## config.mk

```make
export PLATFORM = sky130hd
export DESIGN_NAME = debug_frame_tx
export DESIGN_NICKNAME = d
export VERILOG_FILES = /design/src/rtl/debug_frame_tx.sv
export SDC_FILE = /design/constraint.sdc
export NUM_CORES = 1
export LEC_CHECK = 0
export CAP_MARGIN = 20
export CORE_ASPECT_RATIO = 1.1
export CORE_UTILIZATION = 51
export DETAILED_ROUTE_END_ITERATION = 12
export GPL_ROUTABILITY_DRIVEN = 0
export HOLD_SLACK_MARGIN = 0.08
export PLACE_DENSITY = 0.77
export SYNTH_ARGS = -nofsm -noshare
export SYNTH_HDL_FRONTEND = slang
export SYNTH_SLANG_ARGS = --single-unit
```

## constraint.sdc

```tcl
create_clock -name i_clock -period 6.7 [get_ports i_clock]
set_input_delay 2.01 -clock i_clock [delete_from_list [all_inputs] [get_ports i_clock]]
set_output_delay 2.01 -clock i_clock [all_outputs]
set_load 0.02 [all_outputs]
```

## src/rtl/debug_frame_tx.sv

```systemverilog
// Purpose: snapshot PC/cycles, sweep registers and memory, stream a checksummed byte frame to the UART.
// Latency: SOF issued 1 cycle after an accepted i_start; 1 cycle per byte turnaround, 3 across a debug read.
// Backpressure: one byte in flight, the next waits for i_tx_done; i_start is dropped while busy.
module debug_frame_tx #(
   parameter int         NB_DATA     = 32,
   parameter int         N_REGS      = 32,
   parameter int         NB_REG      = 5,
   parameter int         N_MEM       = 32,
   parameter int         NB_MEM_ADDR = 5,
   parameter bit         MSB_FIRST   = 1'b1,
   parameter logic [7:0] SOF         = 8'hA5
) (
   input  logic                   i_clock,
   input  logic                   i_reset,
   input  logic                   i_start,
   input  logic [NB_DATA-1:0]     i_pc,
   input  logic [NB_DATA-1:0]     i_cycles,
   output logic                   o_reg_rd,
   output logic [NB_REG-1:0]      o_reg_addr,
   input  logic [NB_DATA-1:0]     i_reg_data,
   output logic                   o_mem_rd,
   output logic [NB_MEM_ADDR-1:0] o_mem_addr,
   input  logic [NB_DATA-1:0]     i_mem_data,
   input  logic                   i_mem_dirty,
   output logic [7:0]             o_tx_data,
   output logic                   o_tx_start,
   input  logic                   i_tx_done,
   output logic                   o_busy,
   output logic                   o_done
);

   localparam int B     = NB_DATA / 8;
   localparam int BW    = (B > 1) ? $clog2(B) : 1;
   localparam int N_MAX = (N_REGS > N_MEM) ? N_REGS : N_MEM;
   localparam int IW    = (N_MAX > 1) ? $clog2(N_MAX) : 1;
   localparam logic [BW-1:0] BYTE_LAST = BW'(B - 1);
   localparam logic [IW-1:0] REG_LAST  = IW'(N_REGS - 1);
   localparam logic [IW-1:0] MEM_LAST  = IW'(N_MEM - 1);

   typedef enum logic [3:0] {
      ST_IDLE, ST_SOF, ST_PC, ST_CYC, ST_REG_RD, ST_REG_TX,
      ST_MEM_RD, ST_MEM_FLAG, ST_MEM_TX, ST_CSUM, ST_DONE
   } state_t;

   state_t                 state_q, state_d;
   logic [NB_DATA-1:0]     pc_q, pc_d, cyc_q, cyc_d, sh_q, sh_d;
   logic [7:0]             csum_q, csum_d, tx_data_q, tx_data_d;
   logic [BW-1:0]          byte_q, byte_d;
   logic [IW-1:0]          idx_q, idx_d, idx_inc;
   logic                   dirty_q, dirty_d;
   logic                   tx_start_q, tx_start_d, reg_rd_q, reg_rd_d, mem_rd_q, mem_rd_d;
   logic                   busy_q, busy_d, done_q, done_d;
   logic [NB_REG-1:0]      reg_addr_q, reg_addr_d;
   logic [NB_MEM_ADDR-1:0] mem_addr_q, mem_addr_d;

   logic                   last_byte, send, add_csum, word_new, word_next, mem_next;
   logic [7:0]             send_byte;
   logic [NB_DATA-1:0]     word_src;

   // First byte of a word on the wire, honouring the configured byte order
   function automatic logic [7:0] first_byte(input logic [NB_DATA-1:0] w);
      return MSB_FIRST ? w[NB_DATA-1 -: 8] : w[7:0];
   endfunction

   // Word with its first byte consumed
   function automatic logic [NB_DATA-1:0] shift_word(input logic [NB_DATA-1:0] w);
      return MSB_FIRST ? (w << 8) : (w >> 8);
   endfunction

   assign last_byte = (byte_q == BYTE_LAST);
   assign idx_inc   = idx_q + IW'(1);

   // State register and all datapath/output flops
   always_ff @(posedge i_clock or posedge i_reset) begin
      if (i_reset) begin
         state_q    <= ST_IDLE;
         pc_q       <= '0;
         cyc_q      <= '0;
         sh_q       <= '0;
         csum_q     <= '0;
         tx_data_q  <= '0;
         byte_q     <= '0;
         idx_q      <= '0;
         dirty_q    <= 1'b0;
         tx_start_q <= 1'b0;
         reg_rd_q   <= 1'b0;
         mem_rd_q   <= 1'b0;
         busy_q     <= 1'b0;
         done_q     <= 1'b0;
         reg_addr_q <= '0;
         mem_addr_q <= '0;
      end else begin
         state_q    <= state_d;
         pc_q       <= pc_d;
         cyc_q      <= cyc_d;
         sh_q       <= sh_d;
         csum_q     <= csum_d;
         tx_data_q  <= tx_data_d;
         byte_q     <= byte_d;
         idx_q      <= idx_d;
         dirty_q    <= dirty_d;
         tx_start_q <= tx_start_d;
         reg_rd_q   <= reg_rd_d;
         mem_rd_q   <= mem_rd_d;
         busy_q     <= busy_d;
         done_q     <= done_d;
         reg_addr_q <= reg_addr_d;
         mem_addr_q <= mem_addr_d;
      end
   end

   // Next state: TX states advance on i_tx_done, read states on the capture cycle (strobe already low)
   always_comb begin
      state_d = state_q;
      case (state_q)
         ST_IDLE:     if (i_start) state_d = ST_SOF;
         ST_SOF:      if (i_tx_done) state_d = ST_PC;
         ST_PC:       if (i_tx_done && last_byte) state_d = ST_CYC;
         ST_CYC:      if (i_tx_done && last_byte) state_d = ST_REG_RD;
         ST_REG_RD:   if (!reg_rd_q) state_d = ST_REG_TX;
         ST_REG_TX:   if (i_tx_done && last_byte) state_d = (idx_q == REG_LAST) ? ST_MEM_RD : ST_REG_RD;
         ST_MEM_RD:   if (!mem_rd_q) state_d = ST_MEM_FLAG;
         ST_MEM_FLAG: if (i_tx_done) state_d = dirty_q ? ST_MEM_TX : ((idx_q == MEM_LAST) ? ST_CSUM : ST_MEM_RD);
         ST_MEM_TX:   if (i_tx_done && last_byte) state_d = (idx_q == MEM_LAST) ? ST_CSUM : ST_MEM_RD;
         ST_CSUM:     if (i_tx_done) state_d = ST_DONE;
         default:     state_d = ST_IDLE;
      endcase
   end

   // Outputs and datapath: issue bytes, shift words, strobe reads, accumulate the checksum
   always_comb begin
      pc_d       = pc_q;
      cyc_d      = cyc_q;
      sh_d       = sh_q;
      csum_d     = csum_q;
      tx_data_d  = tx_data_q;
      byte_d     = byte_q;
      idx_d      = idx_q;
      dirty_d    = dirty_q;
      reg_addr_d = reg_addr_q;
      mem_addr_d = mem_addr_q;
      busy_d     = busy_q;
      tx_start_d = 1'b0;
      reg_rd_d   = 1'b0;
      mem_rd_d   = 1'b0;
      done_d     = 1'b0;
      send       = 1'b0;
      send_byte  = 8'h00;
      add_csum   = 1'b1;
      word_new   = 1'b0;
      word_next  = 1'b0;
      word_src   = '0;
      mem_next   = 1'b0;
      case (state_q)
         ST_IDLE: if (i_start) begin
            pc_d      = i_pc;
            cyc_d     = i_cycles;
            csum_d    = 8'h00;
            busy_d    = 1'b1;
            send      = 1'b1;
            send_byte = SOF;
            add_csum  = 1'b0;
         end
         ST_SOF: if (i_tx_done) begin
            word_new = 1'b1;
            word_src = pc_q;
         end
         ST_PC: if (i_tx_done) begin
            if (last_byte) begin
               word_new = 1'b1;
               word_src = cyc_q;
            end else begin
               word_next = 1'b1;
            end
         end
         ST_CYC: if (i_tx_done) begin
            if (last_byte) begin
               reg_rd_d   = 1'b1;
               reg_addr_d = '0;
               idx_d      = '0;
            end else begin
               word_next = 1'b1;
            end
         end
         ST_REG_RD: if (!reg_rd_q) begin
            word_new = 1'b1;
            word_src = i_reg_data;
         end
         ST_REG_TX: if (i_tx_done) begin
            if (!last_byte) begin
               word_next = 1'b1;
            end else if (idx_q == REG_LAST) begin
               idx_d      = '0;
               mem_rd_d   = 1'b1;
               mem_addr_d = '0;
            end else begin
               idx_d      = idx_inc;
               reg_rd_d   = 1'b1;
               reg_addr_d = NB_REG'(idx_inc);
            end
         end
         ST_MEM_RD: if (!mem_rd_q) begin
            send      = 1'b1;
            send_byte = {7'b0, i_mem_dirty};
            sh_d      = i_mem_data;
            dirty_d   = i_mem_dirty;
         end
         ST_MEM_FLAG: if (i_tx_done) begin
            if (dirty_q) begin
               word_new = 1'b1;
               word_src = sh_q;
            end else begin
               mem_next = 1'b1;
            end
         end
         ST_MEM_TX: if (i_tx_done) begin
            if (!last_byte) word_next = 1'b1;
            else            mem_next  = 1'b1;
         end
         ST_CSUM: if (i_tx_done) begin
            done_d = 1'b1;
            busy_d = 1'b0;
         end
         default: ;
      endcase
      if (word_new) begin
         send      = 1'b1;
         send_byte = first_byte(word_src);
         sh_d      = shift_word(word_src);
         byte_d    = '0;
      end
      if (word_next) begin
         send      = 1'b1;
         send_byte = first_byte(sh_q);
         sh_d      = shift_word(sh_q);
         byte_d    = byte_q + BW'(1);
      end
      // After the last memory entry the checksum goes out; it is not folded into itself
      if (mem_next) begin
         if (idx_q == MEM_LAST) begin
            send      = 1'b1;
            send_byte = csum_q;
            add_csum  = 1'b0;
         end else begin
            idx_d      = idx_inc;
            mem_rd_d   = 1'b1;
            mem_addr_d = NB_MEM_ADDR'(idx_inc);
         end
      end
      if (send) begin
         tx_start_d = 1'b1;
         tx_data_d  = send_byte;
         if (add_csum) csum_d = csum_q ^ send_byte;
      end
   end

   assign o_tx_data  = tx_data_q;
   assign o_tx_start = tx_start_q;
   assign o_reg_rd   = reg_rd_q;
   assign o_reg_addr = reg_addr_q;
   assign o_mem_rd   = mem_rd_q;
   assign o_mem_addr = mem_addr_q;
   assign o_busy     = busy_q;
   assign o_done     = done_q;

endmodule

```

### After elaboration in Yosys (flattened, before gate mapping)

Index checks and enable logic that the tools add are counted.

* word-level logic and storage cells: 157
* input port bits: 133
* output and inout bits: 23
* flip-flop bits (word level): 139

* muxes and demuxes: 97
* bitwise operators: 2
* reduce and logical (&&, ||, !) cells: 13
* add/subtract/negate cells: 2
* eq/ne operators: 27

Operators with widths (number)
* $mux W32: 10
* $pmux W32 S4: 1
* $mux W5: 18
* $mux W8: 9
* $mux W4: 12
* $pmux W4 S10: 1
* $mux W1: 35
* $ne A2 B2 Y1 const B: 15
* $pmux W5 S2: 2
* $eq A4 B3 Y1 const B: 4
* $pmux W8 S2: 1
* $reduce_and A10 Y1: 1
* $eq A4 B2 Y1 const B: 2
* $eq A4 B4 Y1 const B: 2
* $pmux W1 S2: 4
* $xor A8 B8 Y8: 1
* $mux W2: 3
* $reduce_and A2 Y1: 3
* $reduce_and A6 Y1: 1
* $reduce_bool A2 Y1: 3
* $add A5 B1 Y5 const B: 1
* $eq A5 B5 Y1 const B: 1
* $eq A4 B1 Y1 const B: 1
* $logic_not A4 Y1: 1
* other kinds (9): 9

### Longest topological paths before layout

* depth in word-level cells: 11
* gate-level depth with buffers: 9
* depth with buffers taken out: 9

### Worst setup path after synthesis

No wires, ideal clock.

* path type: input port to flip-flop
* start point: input i_tx_done
* end point: register tx_data_q[0], in the netlist o_tx_data[0]
* required time: 6.580 ns
* stages on the path: 7
* library setup time: 0.120 ns
* buffers on the path: 1
* arrival: 3.312 ns
* slack: 3.268 ns
* path through: and2_0 -> and2_0 -> buf_2 -> or2_1 -> o32ai_1 -> o21ai_0 -> a31o_1

* word-level cells in the longest chain between the ends: 6
* elaborated cells on any way between the ends: 20
* those cells by class: mux (20)

Ends and longest elaborated chain
* start, declared: RTL line 27 `input logic i_tx_done,`
* $mux W32 (tied with other cells): RTL line 208 `ST_MEM_FLAG: if (i_tx_done) begin`
* $pmux W32 S4 or $pmux W1 S4 (tied branches): RTL line 154 `case (state_q)`
* $mux W8 or $mux W1 (tied branches): RTL line 226 `if (word_new) begin`
* $mux W8 or $mux W1 (tied branches): RTL line 232 `if (word_next) begin`
* $mux W8 or $mux W1 (tied branches): RTL line 240 `if (idx_q == MEM_LAST) begin`
* $mux W8 or $mux W1 (tied branches): RTL line 239 `if (mem_next) begin`
* end signal, assigned: RTL line 98 `tx_data_q <= tx_data_d;`
* end, declared: RTL line 47 `logic [7:0] csum_q, csum_d, tx_data_q, tx_data_d;`

Parallel ways exist; a longest one is shown, timed or not.
A chain may end at the register's enable or synchronous reset.

### Worst setup path after layout

* start point: input i_tx_done
* end point: register sh_q[22]

* word-level cells in the longest chain between the ends: 4
* elaborated cells on any way between the ends: 15
* those cells by class: eq/ne (1); mux (12); reduce/logical (2)

Ends and longest elaborated chain
* $mux W1 (tied with other cells): RTL line 208
* $pmux W1 S4 (tied with other cells): RTL line 154
* $ne A3 B1 Y1 (no line) (tied with other cells)
* $reduce_and A2 Y1 (no line) or $mux W32 (tied branches)
* end signal, assigned: RTL line 79 `sh_q <= '0;`
* end signal, assigned: RTL line 96 `sh_q <= sh_d;`
* end, declared: RTL line 46 `logic [NB_DATA-1:0] pc_q, pc_d, cyc_q, cyc_d, sh_q, sh_d;`

Parallel ways exist; a longest one is shown, timed or not.

==> metrics <==
CP Buf/Inv Count=2; Clock power frac=0.229; PostCTS Resize Cnt=0; hold_ws=477 ps; CTS buffer count=17; count leader, synth=nand2_1; Worst VDD drop=0.248 mV; largest net degree at the start of global routing=93; Post-CTS Setup Repair Bufs=0; routed vias=6236; via/cell ratio=5.70; H-tree depth=4; area occupied by multi-input gates=3030 um2; Worst-path clk slew=60 ps; Worst Tran Pin Value=909 ps; syn_area_per_cell=8.52 um2; CP Launch Type=input port; violated checks=DRC; ys async rst share=1.00; Post-DRT Antenna Nets=0; Routed WL=19100 um; crit-path max cell delay=760 ps; share of layout cells above drive strength 1=0.0651; M2 GR Usage=0.509; RSZ-0062 raised after global routing=false; diode count=0; Die H=123 um; post-cts hold buffer count=0; first-pass GRT wire length=31100 um; Sink Count=139; I/O pin cnt=156; Net Sw Power=1.60 mW; DR pass1 iterations=9; Clk Latency, worst-skew pair=430 ps; syn nets=931; met1 Use GR=0.361; worst setup margin=2040 ps; Area growth, synth to finish=32.6%; IO Port Bufs=155; Initial Util=0.531; CP arrival=4970 ps; worst-path fanout max=33; Core Util, Final=0.704; post-synthesis sequential area ratio=0.514; Yosys reg bits=139; status=complete, but fails checks; GRT Util Overall=0.293; Int Pwr=2.49 mW; Leak=4.14 nW; Die X=112 um; Place WS=1740 ps; max-cap viol count=0; Worst Skew=8.99 ps; clock tree root buffer cell=clkbuf_16; Crit path max-delay family=simple AND/OR/NAND/NOR gates; Sw Ratio=0.392; Primary FF master, synth=dfrtp_1; Yosys top cell area share=0.514; fin nets=1060; critical path's slowest cell=clkdlybuf4s50_1; Reg area=3480 um2; Fin. Hold Viols=0; Syn Inst Count=795; Bufs on Longest Clock Path=2; Critical Path, Cell by Cell=clkdlybuf4s50_1, and2_0, and2_1, buf_4, nor3_4, nand2_1, o21ai_0, o22a_1; fin crit period=4660 ps; worst rel slew slack=0.393; Min-Delay Path Class=flop to flop; TritonCTS clock tree=built; Die Area=13700 um2; CP required=7000 ps; Post-synth EDFFs=0; area of the core=12800 um2; Setup TNS Final=0 ps; Post-Syn Area=6770 um2; crit end category=flop; fin. max-slew vios=0; yosys warns=0; Post-synth top cells=nand2_1 (308), dfrtp_1 (139), o21ai_0 (45); starting DRC count in detailed routing=672; count of different cell masters after synthesis=63; grt ovf=0; DRC errors left=4; antenna violations before repair=0; WL per Instance=17.5 um; M3 GR Usage=0.0642; final setup violation count=0; Crit Path Class=input port to flop; final period utilization=0.696; Rows=43; Power Density=456 nW/um2; part of the power in registers=0.369; largest cells by area after synthesis=dfrtp_1 (51%), nand2_1 (17%), o21ai_0 (3.3%); combinational share of power=0.402; area leader, netlist=dfrtp_1; maximum clock frequency=0.214 GHz; most used routing layer=met2; vias in the first global route=6401; HPWL after detailed placement=13300 um; FILL cells=1034
-- power groups by stage --
stage | logic (mW) | registers (mW) | clock network, mW
2_1_floorplan | 1.20 | 1.42 | 0
3_3_place_gp | 1.53 | 1.48 | 0
3_5_place_dp | 1.61 | 1.51 | 0
4_1_cts | 1.64 | 1.50 | 0.939
5_1_grt | 1.83 | 1.55 | 0.978
6_report | 1.65 | 1.51 | 0.936
-- cell families after synthesis --
| group | count (synthesis) | share of synthesized area |
|---|---|---|
| compound gates | 163 | 0.167 |
| buf+inv | 67 | 0.0418 |
| flops | 139 | 0.514 |
| simple gates | 414 | 0.260 |
| fa+ha+maj | 3 | 0.00554 |
| xor+xnor | 9 | 0.0116 |
-- layer usage --
metal	vias to the layer above	routed length, um
met4	0	405
li1	2930	-
met2	236	9860
met3	34	974
met5	-	0
met1	3036	7890
-- path summary, 6_finish.rpt --
kind                       depth (start not counted)  slack, ps              startpoint               endpoint
min reg2reg                                        2        480    pc_q[12]$_DFFE_PP0P_   pc_q[12]$_DFFE_PP0P_
max                                                8       2040               i_tx_done   sh_q[22]$_DFFE_PP0P_
max in group asynchronous                          3       3430                 i_reset  byte_q[1]$_DFFE_PP0P_
min                                                2        480    pc_q[12]$_DFFE_PP0P_   pc_q[12]$_DFFE_PP0P_
min in group asynchronous                          2       2120                 i_reset  cyc_q[21]$_DFFE_PP0P_
max reg2reg                                        7       3500  state_q[1]$_DFFE_PP0P_   sh_q[22]$_DFFE_PP0P_
-- flip-flops by register name (all words and copies together) (netlist names), 4 cells and up --
| signal | flops |
|---|---|
| state_q | 4 |
| o_mem_addr | 5 |
| o_tx_data | 8 |
| o_reg_addr | 5 |
| idx_q | 5 |
| pc_q | 32 |
| csum_q | 8 |
| cyc_q | 32 |
| sh_q | 32 |
-- worst min-delay path, cell delays in order, from the launching register on --
cell and delay, ps:
dfrtp_1 340, nand2_1 50, nand2_1 50
-- cell usage in the layout (no fill, tap or decap), types with 3 or more instances in the layout --
cell type	Yosys	final
buf_4	3	7
dfrtp_1	139	139
ha_1	3	3
a21o_1	4	4
o21ai_2	6	6
a21oi_1	21	21
clkinvlp_4	0	7
nand4_1	6	6
o22a_1	21	21
o21ai_1	7	7
inv_1	14	13
and2_1	7	8
clkbuf_16	0	17
o21ai_0	45	45
a222oi_1	7	7
a22oi_1	24	24
a31oi_1	3	3
and3_1	6	5
o32a_1	3	3
nand3b_1	3	3
nor2_1	41	41
clkdlybuf4s50_1	0	155
nand3_1	13	12
nand2b_1	6	6
nand2_1	308	308
xnor2_1	8	8
nor2b_1	4	4
-- layout make-up --
type                       count  share of cell area
sequential                   139               0.388
clock buffer                  19              0.0505
multi-input combinational    589               0.337
tap                          157              0.0219
clock inverter                13              0.0160
inverter                      14             0.00641
timing repair buffer         163               0.180
-- per-stage QoR --
step                power [mW]  cells  cell area, um2
floorplan                 2.63    795            6770
global placement          3.01   1061            8360
detailed placement        3.12   1061            8360
CTS                       4.08   1093            8960
global route              4.35   1094            8970
finish                    4.09   1094            8970
Power figures use the tool's default switching activity.
